==> src/rtl/fixed_encoder_if.sv <==
`default_nettype none
// ============================================================================
//  Module      : fixed_encoder_if
//  Description : Operand/result handshake bundle for fixed_encoder.
//                Input side : in_valid/in_ready/fixed_in (Q16.16 operand)
//                Output side: out_valid/out_ready/fp_out/inexact (IEEE single)
//                master = producer/consumer environment, slave = encoder.
//  Revision    : 1.0  initial release
// ============================================================================
interface fixed_encoder_if;
    logic        in_valid;
    logic        in_ready;
    logic [31:0] fixed_in;
    logic        out_valid;
    logic        out_ready;
    logic [31:0] fp_out;
    logic        inexact;

    modport master (
        output in_valid,
        input  in_ready,
        output fixed_in,
        input  out_valid,
        output out_ready,
        input  fp_out,
        input  inexact
    );

    modport slave (
        input  in_valid,
        output in_ready,
        input  fixed_in,
        output out_valid,
        input  out_ready,
        output fp_out,
        output inexact
    );
endinterface
`default_nettype wire

==> src/rtl/fixed_encoder.sv <==
`default_nettype none
// ============================================================================
//  Module      : fixed_encoder
//  Description : Converts a signed Q16.16 operand into an IEEE-754 single
//                precision value, round-to-nearest-even. One operand in
//                flight; normalisation shifts one bit per cycle.
//  Ports       : clk  - clock, rising edge
//                rst  - synchronous active-high reset
//                bus  - fixed_encoder_if.slave (operand in, result out)
//  Revision    : 1.0  initial release
// ============================================================================
module fixed_encoder (
    input  wire logic       clk,
    input  wire logic       rst,
    fixed_encoder_if.slave  bus
);

    typedef enum logic [1:0] {
        IDLE  = 2'd0,
        NORM  = 2'd1,
        ROUND = 2'd2,
        DONE  = 2'd3
    } state_t;

    // Exponent of a value whose leading one sits at mag[31] with no shift:
    // 2^15 -> biased 127 + 15.
    localparam logic [7:0] c_EXP_TOP = 8'd142;

    state_t      r_state;
    logic        r_sign;
    logic [31:0] r_mag;
    logic [4:0]  r_count;
    logic [31:0] r_fp;
    logic        r_inexact;
    logic        r_out_valid;

    logic [31:0] w_abs;
    logic [7:0]  w_exp;
    logic [22:0] w_frac;
    logic        w_guard;
    logic        w_sticky;
    logic        w_round_up;
    logic [30:0] w_rounded;

    // 0x80000000 negates to itself, which is exactly the required magnitude.
    assign w_abs      = bus.fixed_in[31] ? (~bus.fixed_in + 32'd1) : bus.fixed_in;

    assign w_exp      = c_EXP_TOP - {3'b000, r_count};
    assign w_frac     = r_mag[30:8];
    assign w_guard    = r_mag[7];
    assign w_sticky   = |r_mag[6:0];
    assign w_round_up = w_guard & (w_sticky | w_frac[0]);
    // Adding across the exponent/fraction boundary lets a fraction carry
    // bump the exponent for free; exp never exceeds 142 so no overflow.
    assign w_rounded  = {w_exp, w_frac} + {30'd0, w_round_up};

    always_ff @(posedge clk) begin
        if (rst) begin
            r_state     <= IDLE;
            r_sign      <= 1'b0;
            r_mag       <= 32'd0;
            r_count     <= 5'd0;
            r_fp        <= 32'd0;
            r_inexact   <= 1'b0;
            r_out_valid <= 1'b0;
        end else begin
            case (r_state)
                IDLE: begin
                    if (bus.in_valid) begin
                        r_sign  <= bus.fixed_in[31];
                        r_mag   <= w_abs;
                        r_count <= 5'd0;
                        if (bus.fixed_in == 32'd0) begin
                            r_fp        <= 32'd0;
                            r_inexact   <= 1'b0;
                            r_out_valid <= 1'b1;
                            r_state     <= DONE;
                        end else begin
                            r_state     <= NORM;
                        end
                    end
                end
                NORM: begin
                    if (r_mag[31]) begin
                        r_state <= ROUND;
                    end else begin
                        r_mag   <= r_mag << 1;
                        r_count <= r_count + 5'd1;
                    end
                end
                ROUND: begin
                    r_fp        <= {r_sign, w_rounded};
                    r_inexact   <= w_guard | w_sticky;
                    r_out_valid <= 1'b1;
                    r_state     <= DONE;
                end
                DONE: begin
                    if (bus.out_ready) begin
                        r_out_valid <= 1'b0;
                        r_state     <= IDLE;
                    end
                end
                default: begin
                    r_out_valid <= 1'b0;
                    r_state     <= IDLE;
                end
            endcase
        end
    end

    assign bus.in_ready  = (r_state == IDLE) & ~rst;
    assign bus.out_valid = r_out_valid;
    assign bus.fp_out    = r_fp;
    assign bus.inexact   = r_inexact;

endmodule
`default_nettype wire

==> src/flat_wrapper.sv <==
// flat-port wrapper written by rule: the top's interface ports become plain ports
module fixed_encoder_flat 
  (clk, rst, bus_in_valid, bus_in_ready, bus_fixed_in, bus_out_valid, bus_out_ready, bus_fp_out, bus_inexact);
  fixed_encoder_if bus_i ();
  input  wire logic clk;
  input  wire logic rst;
  input wire logic [$bits(bus_i.in_valid)-1:0] bus_in_valid;
  output wire logic [$bits(bus_i.in_ready)-1:0] bus_in_ready;
  input wire logic [$bits(bus_i.fixed_in)-1:0] bus_fixed_in;
  output wire logic [$bits(bus_i.out_valid)-1:0] bus_out_valid;
  input wire logic [$bits(bus_i.out_ready)-1:0] bus_out_ready;
  output wire logic [$bits(bus_i.fp_out)-1:0] bus_fp_out;
  output wire logic [$bits(bus_i.inexact)-1:0] bus_inexact;
  assign bus_i.in_valid = bus_in_valid;
  assign bus_in_ready = bus_i.in_ready;
  assign bus_i.fixed_in = bus_fixed_in;
  assign bus_out_valid = bus_i.out_valid;
  assign bus_i.out_ready = bus_out_ready;
  assign bus_fp_out = bus_i.fp_out;
  assign bus_inexact = bus_i.inexact;
  fixed_encoder u_core (.clk(clk), .rst(rst), .bus(bus_i));
endmodule
==> config.mk <==
export PLATFORM = sky130hd
export DESIGN_NAME = fixed_encoder_flat
export DESIGN_NICKNAME = d
export VERILOG_FILES = /design/src/rtl/fixed_encoder_if.sv /design/src/rtl/fixed_encoder.sv /design/src/flat_wrapper.sv
export SDC_FILE = /design/constraint.sdc
export NUM_CORES = 1
export LEC_CHECK = 0
export BUFFER_PORTS_ARGS = -buffer_cell sky130_fd_sc_hd__clkbuf_2
export CAP_MARGIN = 15
export CELL_PAD_IN_SITES_DETAIL_PLACEMENT = 0
export CELL_PAD_IN_SITES_GLOBAL_PLACEMENT = 1
export CORE_UTILIZATION = 35
export CTS_CLUSTER_DIAMETER = 100
export CTS_CLUSTER_SIZE = 8
export DETAILED_ROUTE_END_ITERATION = 10
export GPL_TIMING_DRIVEN = 0
export PLACE_DENSITY = 0.77
export SLEW_MARGIN = 20
export SYNTH_ARGS = -nofsm -noshare
export SYNTH_HDL_FRONTEND = slang
export SYNTH_SLANG_ARGS = --single-unit
export TNS_END_PERCENT = 30
==> constraint.sdc <==
create_clock -name clk -period 3 [get_ports clk]
set_clock_uncertainty 0.2 [all_clocks]
set_input_delay 0.6 -clock clk [delete_from_list [all_inputs] [get_ports clk]]
set_output_delay 0.6 -clock clk [all_outputs]
set_load 0.02 [all_outputs]
==> qor.txt, run 1 <==
status -> finished, final reports clean
synthesized area -> 0.00450 mm^2
first-pass GRT wire length -> 22100 um
Num CTS Buffers -> 9
Worst path most repeated cell -> or4_4
Synth async-reset ratio -> 0%
hold-fix buffers at CTS -> 0
Finished Core Util -> 43.3%
Cell Pwr Density -> 823 mW/mm^2
Post-synth EDFFs -> 0
f_max -> 341 MHz
family with the most delay on the worst path -> simple AND/OR/NAND/NOR gates
Starting Density -> 35.8%
crit-path cells -> clkbuf_2, or4_4, or4_4, or3b_4, and2_4, buf_6, buf_8, a22oi_2, nor2_1
Boundary Pins -> 71
R2R Setup Slk -> 0.22 ns
total core area -> 0.0126 mm^2
GRT Total Usage -> 21.5%
Leak -> 0.00196 uW
global route overflow -> 0
CP Class -> in -> reg
worst-case reg-to-reg path depth -> 9
grt met2 use -> 34.0%
Seq/Total Area, Yosys -> 32.9%
DP HPWL -> 10700 um
chip height -> 115 um
worst-skew pair later-pin latency -> 0.34 ns
final instance area -> 0.00545 mm^2
vias in the first global route -> 4146
synthesized instance count -> 587
Least-Margin Pin Slew -> 0.743 ns
CP Data Required Time -> 3.01 ns
worst vdd ir -> 0.410 mV
post-layout min period -> 2.93 ns
final hold viol count -> 0
slowest stage delay, CP -> 0.57 ns
Synth area leaders -> dfxtp_1, xnor2_1, nand2_1
DIE AREA -> 0.0133 mm^2
Max H-tree Level -> 3
syn avg cell area -> 7.66 um^2
area leader, netlist -> dfxtp_1
Area Growth Syn to Fin -> 21.1%
share of cells above drive strength 1 -> 17.9%
final setup vio count -> 0
Critical R2R Launch -> u_core.r_state[1]
Slew Limit Fails -> 0
initial antenna violation count -> 0
met1 Use GR -> 29.9%
multi-input combinational cell area -> 0.00285 mm^2
synth unique cells -> 52
number of synthesized register bits -> 74
Setup Buffers After CTS -> 0
Hold WS -> 0.250 ns
DR iter-0 viols -> 340
Reg clk slew, reported paths -> 0.06 ns
Routed WL -> 13800 um
synth cell count leaders -> dfxtp_1, nand2_1, nor2_1, a21oi_1, xnor2_1
most common flop cell mapped by yosys -> dfxtp_1
yosys warns -> 0
CTS sink cnt -> 74
drt wl/cell -> 16.4 um
CTS tree -> done
root buf cell -> clkbuf_16
largest net degree at the start of global routing -> 13
Hold Path Stages -> 2
CP bufs+invs -> 3
# DRC -> 0
unrepaired setup endpoints after global routing -> yes
nets -> 709
Power, Total -> 4480 uW
Fill cells -> 1280
crit path launch type -> input pin
min-delay worst type -> reg -> reg
Antenna Nets Post-Route -> 0
Max Buffers Root-to-Sink -> 2
Via-to-Cell Ratio -> 5.48
post-synth net total -> 631
Max Cap Viol -> 0
worst-path maximum fanout -> 10
Routability Congestion -> 0.885
Register Area -> 0.00148 mm^2
CP arrival -> 2.95 ns
busiest grt layer -> met2
Hold Path Origin -> u_core.bus.fp_out[4]
Rows -> 41
width of the die -> 115 um
TritonRoute pass-1 iters -> 5
met3 GRT Util -> 3.32%
Setup crit end kind -> flip-flop
diode count -> 0
count leader, synth -> dfxtp_1
post-place instance area -> 0.00512 mm^2
Tcrit/Tclk final -> 97.8%
share of the synthesized area in the top cell type -> 32.9%
port bufs -> 69
worst reg2reg endpoint -> u_core.r_mag[29]
hold path endpoint -> u_core.bus.fp_out[4]
via count -> 4610
Worst path slowest cell -> or4_4
Slew HR -> 50.0%
## worst max path at each step
stage                      start                    end  cells after the start
6_report         bus_fixed_in[5]  u_core.bus.fp_out[21]                      9
5_1_grt        u_core.r_state[0]       u_core.r_mag[11]                      9
4_1_cts          bus_fixed_in[4]  u_core.bus.fp_out[21]                     10
3_5_place_dp     bus_fixed_in[2]   u_core.bus.fp_out[2]                      9
3_3_place_gp     bus_fixed_in[2]  u_core.bus.fp_out[30]                      9
2_1_floorplan    bus_fixed_in[2]  u_core.bus.fp_out[11]                      9
## worst min-delay path, delay by kind of cell (launching register included)
kind	cells	cell delay, ns
compound gates	1	0.05
flops	1	0.31
simple gates	1	0.05
## where the power goes
group          internal [uW]  switching [uW]  total (uW)
combinational            672            1220        1890
clock                    651             427        1080
sequential              1210             306        1520
total                   2530            1950        4480
## area by class of cell
type | instances | area share (%)
clock buffer | 13 | 5.15
buffer | 41 | 3.45
inverter | 16 | 1.10
clock inverter | 3 | 0.391
timing repair buffer | 69 | 6.34
sequential | 74 | 27.2
multi-input combinational | 454 | 52.4
tap | 172 | 3.95
## layout by cell type (no fill, tap or decap), types with 7 or more instances in the layout
master,netlist,routed
a211oi_1,9,9
a21o_1,7,7
a21oi_1,46,45
a22oi_1,15,7
a22oi_2,0,8
clkbuf_1,34,31
clkbuf_16,0,9
clkbuf_2,0,70
dfxtp_1,74,74
ha_1,8,8
inv_1,15,15
nand2_1,64,64
nand3_1,42,42
nor2_1,50,50
nor3_1,20,20
nor4_1,9,7
o211ai_1,9,9
o21ai_0,25,24
o31ai_1,7,7
o41ai_1,8,7
xnor2_1,45,45
xor2_1,9,9
## state kept, by name (all words and copies together), names as in the netlist
register and count:
u_core.bus.out_valid 1, u_core.bus.fp_out 32, u_core.r_count 5, u_core.r_mag 32, u_core.r_sign 1, u_core.bus.inexact 1, u_core.r_state 2
## metrics by stage
| stage | setup slack (ns) | setup TNS, ns | std cells |
|---|---|---|---|
| 3_3_place_gp | -0.514 | -16.91 | 828 |
| 4_1_cts | 0.00393 | 0 | 843 |
| 6_report | 0.0651 | 0 | 842 |
| 5_1_grt | -0.0106 | -0.0127 | 842 |
| 3_5_place_dp | -0.505 | -17.65 | 828 |
| 2_1_floorplan | -0.0820 | -1.72 | 587 |
## cell families after synthesis
| logic type | synth area share, % |
|---|---|
| xor gates and xnor gates | 10.5 |
| muxes | 1.42 |
| and+or+nand+nor | 25.2 |
| AOI/OAI and AO/OA | 22.3 |
| buffers and inverters | 5.42 |
| DFF | 32.9 |
| adders and majority gates | 2.23 |
## repair_timing
item,in CTS,in global routing
endpoints found under the setup margin,33,35
pin swaps,1,3
resized for setup,9,5
## routing by layer
| layer | wire length (um) | vias up | part of all wire [%] |
|---|---|---|---|
| li1 | - | 2284 | - |
| met1 | 6660 | 2159 | 48 |
| met5 | 0 | - | 0 |
| met2 | 6210 | 153 | 45 |
| met3 | 741 | 14 | 5.4 |
| met4 | 183 | 0 | 1.3 |
Power figures use the tool's default switching activity.
==> run 2, diff against run 1 <==
==> constraint.sdc (replaced) <==
create_clock -name clk -period 3 [get_ports clk]
set_clock_uncertainty 0.2 [all_clocks]
set_input_delay 0.3 -clock clk [delete_from_list [all_inputs] [get_ports clk]]
set_output_delay 0.3 -clock clk [all_outputs]
set_load 0.02 [all_outputs]
==> run 2 against run 1 <==
  * Routed wire length fell by 0.89%
  * Utilization fell by 0.36 points
  * Maximum frequency rose by 2.9%
  * Register-to-register slack barely moved
  * Hold slack got worse by 0.18 ns
  * Cell count rose by 0.24%
  * Final area fell by 0.83%
  * Sequential cell count did not move
  * Power rose by 0.64%
  * Global-route usage barely moved
==> qor.txt, run 2 (synthesis results as in run 1) <==
status -> finished, final reports clean
TritonRoute pass-1 iters -> 5
commonest non-fill, non-tap cells in the layout -> dfxtp_1, clkbuf_2, nand2_1
Tcrit/Tclk final -> 95.1%
worst reg2reg endpoint -> u_core.bus.fp_out[7]
Critical R2R Launch -> u_core.r_state[1]
slowest stage delay, CP -> 0.57 ns
worst-path maximum fanout -> 10
Max Buffers Root-to-Sink -> 2
sw frac -> 42.5%
CP Data Required Time -> 3.07 ns
crit path launch type -> input pin
Area Growth Syn to Fin -> 20.1%
final setup vio count -> 0
hold-fix buffers at CTS -> 0
Finished Core Util -> 43.0%
Via-to-Cell Ratio -> 5.37
width of the die -> 115 um
Boundary Pins -> 71
hold path endpoint -> u_core.r_mag[23]
# resized after CTS -> 0
worst vdd ir -> 0.293 mV
R2R Setup Slk -> 0.21 ns
CP arrival -> 2.92 ns
Antenna Nets Post-Route -> 0
crit-path cells -> clkbuf_2, or4_4, or4_4, or3b_1, buf_2, a21oi_1, buf_2, a22oi_1, nor2_1
initial antenna violation count -> 0
diode count -> 0
drt wl/cell -> 16.2 um
chip height -> 115 um
Rows -> 41
Worst path slowest cell -> or4_4
Setup crit end kind -> flip-flop
largest net degree at the start of global routing -> 14
sequential share of power -> 33.5%
unrepaired setup endpoints after global routing -> yes
Reg clk slew, reported paths -> 0.06 ns
GRT Total Usage -> 21.5%
# DRC -> 0
post-layout min period -> 2.85 ns
Routed WL -> 13700 um
Hold Path Origin -> rst
first-pass GRT wire length -> 22000 um
Combinational Power Share -> 40.8%
Slew HR -> 46.0%
Leak -> 0.00196 uW
f_max -> 351 MHz
Slew Limit Fails -> 0
P_int -> 2600 uW
Num CTS Buffers -> 9
Placed Instances -> 828
Clk pwr share -> 25.6%
Power, Total -> 4510 uW
Hold Path Stages -> 2
NetSw -> 1920 uW
nets -> 711
share of cells above drive strength 1 -> 16.2%
Register Area -> 0.00148 mm^2
root buf cell -> clkbuf_16
multi-input combinational cell area -> 0.00279 mm^2
global route overflow -> 0
Max Cap Viol -> 0
port bufs -> 69
Cell Pwr Density -> 836 mW/mm^2
vias in the first global route -> 4194
worst-skew pair later-pin latency -> 0.34 ns
worst-case reg-to-reg path depth -> 10
Fill cells -> 1312
via count -> 4531
commonest non-fill, non-tap cell in the layout -> dfxtp_1
Routability Congestion -> 0.888
Starting Density -> 35.8%
final hold viol count -> 0
Least-Margin Pin Slew -> 0.804 ns
DP HPWL -> 10700 um
fin cells -> 844
Setup Buffers After CTS -> 0
min-delay worst type -> in -> reg
Max H-tree Level -> 3
DIE AREA -> 0.0133 mm^2
DR iter-0 viols -> 351
CTS tree -> done
CP Class -> in -> reg
CTS sink cnt -> 74
total core area -> 0.0126 mm^2
Setup crit start -> bus_fixed_in[4]
-- run 2: how the worst max path moves through the flow --
stage / endpoint / slack, ns / depth (start not counted)
after CTS: u_core.r_mag[25] / 0.11 / 8
after global routing: u_core.bus.fp_out[13] / -0.01 / 10
after global placement: u_core.bus.fp_out[7] / -0.17 / 9
after floorplan: u_core.r_mag[25] / 0.18 / 7
final: u_core.bus.fp_out[7] / 0.15 / 9
after detailed placement: u_core.r_mag[25] / -0.23 / 8
-- run 2: per-stage QoR --
step / cell area (um^2) / TNS, ns / hold slack [ns] / worst slack, ns
2_1_floorplan: 4500 / 0 / 0.190 / 0.176
3_3_place_gp: 5060 / -2.97 / 0.240 / -0.171
3_5_place_dp: 5060 / -4.22 / 0.245 / -0.227
4_1_cts: 5380 / 0 / 0.0627 / 0.114
5_1_grt: 5400 / -0.0229 / 0.0680 / -0.0127
6_report: 5400 / 0 / 0.0723 / 0.148
-- run 2: power groups by stage --
stage | combinational (uW) | sequential (uW) | clock, uW
after floorplan | 1290 | 1450 | 0
after CTS | 1820 | 1500 | 1170
after detailed placement | 1810 | 1530 | 0
final | 1840 | 1510 | 1160
after global placement | 1780 | 1520 | 0
after global routing | 2050 | 1550 | 1220
-- run 2: critical path: cells and delay by family --
| family | cells | cell delay (ns) |
|---|---|---|
| and+or+nand+nor | 4 | 1.60 |
| AOI/OAI and AO/OA | 2 | 0.41 |
| buffers and inverters | 3 | 0.60 |
-- run 2: routing by layer --
metal	track usage, %	vias up	wire length (um)
met5	0	-	0
met4	7.45	0	242
met3	3.00	17	586
met2	34.1	127	6180
met1	29.7	2097	6660
li1	-	2290	-
-- run 2: cell type report --
type | count | share of cell area [%]
multi-input combinational | 454 | 51.7
sequential | 74 | 27.4
timing repair buffer | 69 | 6.39
clock buffer | 9 | 4.17
tap | 172 | 3.99
buffer | 43 | 3.45
clock inverter | 7 | 1.74
inverter | 16 | 1.11
==> run 3, diff against run 2 <==
Settings changed: CAP_MARGIN 15 to not set, CORE_UTILIZATION 35 to 32, PLACE_DENSITY 0.77 to 0.72, RECOVER_POWER set to 25.
==> run 3 against run 2 <==
  * Count of clock-buffer cells in the layout increased by 3
  * Largest power group unchanged
  * Utilization decreased by 3.2 points
  * Sequential power about the same
  * Power decreased by 1.3%
  * Highest routed layer unchanged
  * Critical endpoint is now u_core.bus.fp_out[15]
  * Clock power decreased by 6%
  * Non-clock buffer count unchanged
  * Register-to-register slack improved by 0.05 ns
==> qor.txt, run 3 (synthesis results as in run 1) <==
post-layout min period -> 2.86 ns
Slew Limit Fails -> 0
TritonRoute pass-1 iters -> 4
nets -> 711
width of the die -> 121 um
Routed WL -> 14100 um
drt wl/cell -> 16.6 um
CTS tree -> done
# DRC -> 0
Tcrit/Tclk final -> 95.3%
Area Growth Syn to Fin -> 19.0%
Num CTS Buffers -> 9
status -> finished, final reports clean
DIE AREA -> 0.0145 mm^2
Cell Pwr Density -> 832 mW/mm^2
Starting Density -> 33.4%
first-pass GRT wire length -> 23200 um
final instance area -> 0.00535 mm^2
min-delay worst type -> in -> reg
Rows -> 42
Leak -> 0.00185 uW
total core area -> 0.0135 mm^2
commonest non-fill, non-tap cell in the layout -> dfxtp_1
Max Buffers Root-to-Sink -> 2
Antenna Nets Post-Route -> 0
post-place instance area -> 0.00507 mm^2
root buf cell -> clkbuf_16
commonest non-fill, non-tap cells in the layout -> dfxtp_1, nand2_1, clkbuf_1
Max Cap Viol -> 0
DP HPWL -> 11000 um
share of cells above drive strength 1 -> 11.9%
vias in the first global route -> 4311
f_max -> 350 MHz
Routability Congestion -> 0.843
Hold Path Stages -> 2
Slew HR -> 48.2%
Via-to-Cell Ratio -> 5.31
initial antenna violation count -> 0
Finished Core Util -> 39.8%
Max H-tree Level -> 3
CP Data Required Time -> 3.07 ns
DR iter-0 viols -> 317
Least-Margin Pin Slew -> 0.770 ns
unrepaired setup endpoints after global routing -> yes
global route overflow -> 0
largest net degree at the start of global routing -> 13
final hold viol count -> 0
final setup vio count -> 0
Boundary Pins -> 71
crit path launch type -> input pin
diode count -> 0
chip height -> 121 um
via count -> 4507
CTS sink cnt -> 74
CP arrival -> 2.93 ns
GRT Total Usage -> 20.4%
Reg clk slew, reported paths -> 0.06 ns
Setup crit end kind -> flip-flop
worst vdd ir -> 0.353 mV
CP Class -> in -> reg
worst-skew pair later-pin latency -> 0.34 ns
worst-case reg-to-reg path depth -> 9
worst-path maximum fanout -> 10
port bufs -> 69
## run 3: path summary, 6_finish.rpt
| path | start | endpoint | slack, ns |
|---|---|---|---|
| min reg2reg | u_core.bus.fp_out[24] | u_core.bus.fp_out[24] | 0.25 |
| max | bus_fixed_in[4] | u_core.bus.fp_out[15] | 0.14 |
| max reg2reg | u_core.r_state[1] | u_core.r_mag[29] | 0.26 |
| min | rst | u_core.r_mag[23] | 0.08 |
## run 3: final cells by class
type,count,area (um^2)
multi-input combinational,454,2800
fill,1472,8100
tap,176,220
clock inverter,4,51.3
sequential,74,1480
inverter,16,60.1
clock buffer,12,246
buffer,43,184
timing repair buffer,69,313
## run 3: per-layer routing
metal | GRT usage (%) | up-vias | share of wire (%) | wire length [um]
met1 | 28.5 | 2094 | 49 | 6940
met5 | 0 | - | 0 | 0
met2 | 32.3 | 116 | 45 | 6290
met4 | 6.02 | 0 | 1.1 | 159
met3 | 2.92 | 11 | 5.1 | 725
li1 | - | 2286 | - | -
## run 3: what timing repair did
action / in CTS / in global routing
setup buffers: 0 / 0
endpoints found under the hold margin: 0 / 0
gates resized for setup: 0 / 4
endpoints found under the setup margin: 0 / 11
hold buffers: 0 / 0
## run 3: critical path, cell delays in order
cell and delay [ns]:
clkbuf_2 0.11, or4_4 0.57, or4_4 0.51, or3b_1 0.42, buf_2 0.19, a21oi_1 0.33
buf_2 0.29, a22oi_1 0.10, nor2_1 0.10
## run 3: where the power goes
| group | internal, uW | switching (uW) | leakage (uW) |
|---|---|---|---|
| Sequential | 1210 | 300 | 0.000604 |
| Combinational | 653 | 1200 | 0.00110 |
| Clock | 667 | 424 | 0.000143 |
## run 3: through the flow
stage | cells | setup WS (ns) | hold WS [ns] | setup TNS, ns | total power [uW]
after floorplan | 587 | 0.176 | 0.190 | 0 | 2740
after global placement | 832 | -0.160 | 0.239 | -3.04 | 3320
after detailed placement | 832 | -0.201 | 0.244 | -4.28 | 3350
after CTS | 848 | 0.131 | 0.0674 | 0 | 4440
after global routing | 848 | -0.0219 | 0.0894 | -0.0219 | 4770
final | 848 | 0.142 | 0.0774 | 0 | 4450
